## config.mk

```make
export PLATFORM = sky130hd
export DESIGN_NAME = xor_parity_misr
export DESIGN_NICKNAME = d
export VERILOG_FILES = /design/src/rtl/xor_parity_misr.sv
export SDC_FILE = /design/constraint.sdc
export NUM_CORES = 1
export LEC_CHECK = 0
export BUFFER_PORTS_ARGS = -buffer_cell sky130_fd_sc_hd__buf_2
export CAP_MARGIN = 25
export CELL_PAD_IN_SITES_DETAIL_PLACEMENT = 0
export CELL_PAD_IN_SITES_GLOBAL_PLACEMENT = 1
export CORE_ASPECT_RATIO = 2
export CORE_MARGIN = 2
export CORE_UTILIZATION = 38
export CTS_CLUSTER_DIAMETER = 40
export DETAILED_ROUTE_END_ITERATION = 12
export MAX_ROUTING_LAYER = met4
export PLACE_DENSITY_LB_ADDON = 0.1
export SLEW_MARGIN = 20
export SYNTH_ARGS = -nofsm -noshare
export SYNTH_HDL_FRONTEND = slang
export SYNTH_SLANG_ARGS = --single-unit
export TNS_END_PERCENT = 5
```

## constraint.sdc

```tcl
create_clock -name clk -period 1.8 [get_ports clk]
set_input_delay 0.09 -clock clk [delete_from_list [all_inputs] [get_ports clk]]
set_output_delay 0.09 -clock clk [all_outputs]
set_load 0.05 [all_outputs]
```

## src/rtl/xor_parity_misr.sv

```systemverilog
// ============================================================================
// Module   : xor_parity_misr
// Brief    : Interleaved group parity through a 2-stage registered XOR tree,
//            with optional MISR signature fold and saturating beat counter.
// Revision : 1.0 - initial release
// ============================================================================
`default_nettype none

module xor_parity_misr #(
    parameter int WIDTH   = 32,
    parameter int NGROUPS = 8,
    parameter int INVERT  = 0,
    parameter int CNT_W   = 16
) (
    input  logic               clk,
    input  logic               rst_n,
    input  logic               in_valid,
    output logic               in_ready,
    input  logic [WIDTH-1:0]   in_data,
    input  logic               in_mode,
    input  logic               clear,
    output logic               out_valid,
    input  logic               out_ready,
    output logic [NGROUPS-1:0] out_parity,
    output logic [NGROUPS-1:0] out_sig,
    output logic [CNT_W-1:0]   beat_cnt
);

    localparam int                 c_GBITS    = WIDTH / NGROUPS;
    localparam int                 c_LO_BITS  = c_GBITS / 2;
    localparam logic [NGROUPS-1:0] c_INV_MASK = (INVERT != 0) ? '1 : '0;
    localparam logic [CNT_W-1:0]   c_CNT_MAX  = '1;
    localparam logic [CNT_W-1:0]   c_CNT_ONE  = {{(CNT_W-1){1'b0}}, 1'b1};

    logic [NGROUPS-1:0] w_lo;
    logic [NGROUPS-1:0] w_hi;
    logic               w_s2_adv;
    logic               w_s1_adv;
    logic               w_out_acc;

    logic [NGROUPS-1:0] r_s1_lo;
    logic [NGROUPS-1:0] r_s1_hi;
    logic               r_s1_mode;
    logic               r_s1_valid;
    logic [NGROUPS-1:0] r_s2_par;
    logic               r_s2_mode;
    logic               r_s2_valid;
    logic [NGROUPS-1:0] r_sig;
    logic [CNT_W-1:0]   r_cnt;

    // Group g collects bits g, g+NGROUPS, g+2*NGROUPS, ...; the first half of
    // those bits forms the lower partial, the rest the upper partial.
    always_comb begin
        w_lo = '0;
        w_hi = '0;
        for (int g = 0; g < NGROUPS; g++) begin
            for (int j = 0; j < c_GBITS; j++) begin
                if (j < c_LO_BITS) begin
                    w_lo[g] = w_lo[g] ^ in_data[j*NGROUPS + g];
                end else begin
                    w_hi[g] = w_hi[g] ^ in_data[j*NGROUPS + g];
                end
            end
        end
    end

    assign w_s2_adv  = !r_s2_valid || out_ready;
    assign w_s1_adv  = !r_s1_valid || w_s2_adv;
    assign w_out_acc = r_s2_valid && out_ready;
    assign in_ready  = w_s1_adv;

    always_ff @(posedge clk) begin
        if (!rst_n) begin
            r_s1_lo    <= '0;
            r_s1_hi    <= '0;
            r_s1_mode  <= 1'b0;
            r_s1_valid <= 1'b0;
        end else if (w_s1_adv) begin
            r_s1_valid <= in_valid;
            if (in_valid) begin
                r_s1_lo   <= w_lo;
                r_s1_hi   <= w_hi;
                r_s1_mode <= in_mode;
            end
        end
    end

    // Parity only updates on a real beat so it holds while out_valid is low.
    always_ff @(posedge clk) begin
        if (!rst_n) begin
            r_s2_par   <= '0;
            r_s2_mode  <= 1'b0;
            r_s2_valid <= 1'b0;
        end else if (w_s2_adv) begin
            r_s2_valid <= r_s1_valid;
            if (r_s1_valid) begin
                r_s2_par  <= r_s1_lo ^ r_s1_hi ^ c_INV_MASK;
                r_s2_mode <= r_s1_mode;
            end
        end
    end

    always_ff @(posedge clk) begin
        if (!rst_n || clear) begin
            r_sig <= '0;
            r_cnt <= '0;
        end else if (w_out_acc) begin
            if (r_s2_mode) begin
                r_sig <= {r_sig[NGROUPS-2:0], r_sig[NGROUPS-1]} ^ r_s2_par;
            end
            if (r_cnt != c_CNT_MAX) begin
                r_cnt <= r_cnt + c_CNT_ONE;
            end
        end
    end

    assign out_valid  = r_s2_valid;
    assign out_parity = r_s2_par;
    assign out_sig    = r_sig;
    assign beat_cnt   = r_cnt;

endmodule

`default_nettype wire
```

==> results_dict.tcl <==
set metrics [dict create \
    syn_inst 251 \
    antenna_found_initial 0 \
    synth_mux_area_frac 0.0123 \
    drive_above_1_share 0.334 \
    synth-seq-cells 52 \
    core-area_mm2 0.00626 \
    syn_area_mm2 0.00244 \
    maxSlewViolCount 0 \
    worstSetupEndpointType "flip-flop" \
    synth_edf_count 0 \
    dr.pass1.iters 4 \
    routed_wl_um 5290 \
    ant_nets 0 \
    stdcell_area_mm2 0.00305 \
    worstPathArrival_ns 1.94 \
    cts_made_buffers 5 \
    fill_cells 678 \
    place_hpwl_um 4160 \
    cp_max_fo 12 \
    syn_nets 290 \
    synth.area.top_cells "dfxtp_1, xnor2_1, o211a_1" \
    min_period_ns 1.72 \
    drt_iter0_markers 86 \
    hold_buffers 0 \
    grt_max_degree 34 \
    tritoncts "done" \
    setup_viol 0 \
    cap_viol_max_count 0 \
    wl_per_cell_um 12.9 \
    clk_pin_slew_ns 0.07 \
    cts_resized 0 \
    die_h_um 117 \
    worst_pin_slew_ns 0.619 \
    period_share 0.954 \
    setup_tns_ns 0 \
    synth_simple_gate_area_frac 0.195 \
    ios 72 \
    required_ns 2.03 \
    synthAdderAreaFrac 0.00512 \
    synthFlopType "dfxtp_1" \
    ir_drop_uv 586 \
    drc 0 \
    vias 2068 \
    grt_pass1_wl_um 8720 \
    ys_warn_count 0 \
    synth_xor_area_frac 0.122 \
    post-synth-top-area-cell "dfxtp_1" \
    synth_top_area_frac 0.426 \
    gr-usage-all-layers 0.168 \
    syn_to_final_growth_pct 24.9 \
    power_density_mw_per_mm2 810 \
    status "complete, no violations" \
    synthTopCellsByCount "dfxtp_1, xnor2_1, nand2_1" \
    gp_congestion 0.779 \
    hold_violations 0 \
    postCtsSetupRepairBufs 0 \
    min_path_type "primary input to flip-flop" \
    async_flop_share 0 \
    htree_levels 2 \
    fmax_ghz 0.583 \
    insertedDiodeCount 0 \
    die_w_um 60.7 \
    syn_area_per_cell_um2 9.74 \
    initial_utilization 0.390 \
    synth_most_common_cell "dfxtp_1" \
    io_buffer_count 71 \
    yosysUniqueCellTypes 41 \
    relSlewSlack 0.586 \
    clockBufferDepth 2 \
    via_per_inst 5.06 \
    dieArea_mm2 0.00713 \
    clock-sinks 52 \
    grt_setup_unrepaired "no" \
    synth_compound_area_frac 0.206 \
    worst_setup_path_start_kind "flip-flop" \
    rows 41 \
    skew_ns 0.00557 \
    postPlaceCellArea_mm2 0.00291 \
    cts-root-buf "clkbuf_16" \
    critPathKind "flip-flop to flip-flop" \
    grt_pass1_vias 1919 \
    clk_latency_ns 0.30 \
    synth-seq-area-share 0.426 \
    grt-ovfl-total 0 \
    fin_nets 361 \
    leakagePower_nw 1.46 \
    synth_top_family_by_area "compound AO/OA/AOI/OAI gates" \
]
## flip-flops by register name, summed over array words and instances, names as in the netlist
name        flops
r_s1_valid      1
beat_cnt       16
out_sig         8
out_valid       1
r_s2_mode       1
out_parity      8
r_s1_hi         8
r_s1_lo         8
r_s1_mode       1
## per-layer routing
| metal | global-route usage | routed length [um] |
|---|---|---|
| met5 | - | 0 |
| met4 | 0.0992 | 206 |
| met3 | 0.0309 | 214 |
| met2 | 0.295 | 2990 |
| met1 | 0.159 | 1880 |
## final timing paths
path | start | endpoint | slack [ns] | cells past startpoint
worst min register to register | beat_cnt[15] | beat_cnt[15] | 0.50 | 2
worst max-delay path | beat_cnt[0] | beat_cnt[15] | 0.08 | 6
worst max register to register | beat_cnt[0] | beat_cnt[15] | 0.08 | 6
worst min-delay path | in_mode | r_s1_mode | 0.08 | 3
## cell type report
cell class | instances | area [um2] | area share
inverters | 1 | 3.75 | 0.00123
flip-flops and latches | 52 | 1060 | 0.346
multi-input cells | 183 | 1330 | 0.435
clock inverters | 1 | 8.76 | 0.00287
repair buffers | 79 | 415 | 0.136
well taps | 86 | 108 | 0.0353
clock buffers | 7 | 133 | 0.0435
## cell usage in the layout, fill, tap and decap left out, drive strengths merged
cell type  count
o211a         24
nor2b          6
xor2           1
mux2i          3
o31ai          4
or3            5
o21ai          5
and2           3
nand2b         1
nor3           2
buf           79
o21a           1
and3           4
a311oi         1
and4bb         1
nand3          4
nand4          6
a211oi         8
or4b           1
clkbuf         7
and4           2
nand2         30
dfxtp         52
ha             1
xnor2         33
a41o           1
a21oi         12
o41ai          2
nor4           1
clkinv         1
nor2          14
a21boi         1
a31oi          1
or4            4
inv            1
o2111a         1
## kinds of logic (layout without fill, tap and decap cells)
kind of cell | count (synthesis) | after routing
flip-flops | 52 | 52
XOR/XNOR | 34 | 34
AND/OR/NAND/NOR | 84 | 84
AO/OA/AOI/OAI | 61 | 61
adder cells (fa/ha/maj) | 1 | 1
multiplexers | 3 | 3
buffers and inverters | 16 | 88
## worst max-delay path, cell delays in order (launching register included)
cell     delay (ns)
dfxtp_2        0.34
ha_1           0.20
nand4_1        0.21
nor4_4         0.06
buf_4          0.18
or4_1          0.50
a21oi_1        0.15
## power by group
| group | leakage, nW | total [mW] | switching [mW] | internal [mW] |
|---|---|---|---|---|
| clock | 0.0681 | 0.936 | 0.416 | 0.520 |
| combinational | 0.961 | 0.301 | 0.159 | 0.142 |
| sequential | 0.432 | 1.24 | 0.0362 | 1.20 |
| total | 1.46 | 2.47 | 0.611 | 1.86 |
## through the flow
stage	setup WS [ns]	util	std cells	power (mW)	hold slack, ns
after floorplan	0.0296	-	251	1.47	0.250
after global placement	0.120	0.465	401	1.57	0.372
after detailed placement	0.0770	0.465	401	1.57	0.387
after CTS	0.0598	0.487	409	2.52	0.0790
after global routing	0.00984	0.488	409	2.60	0.0989
final	0.0834	0.488	409	2.47	0.0813
No activity file was read; power rests on OpenSTA's default activity.
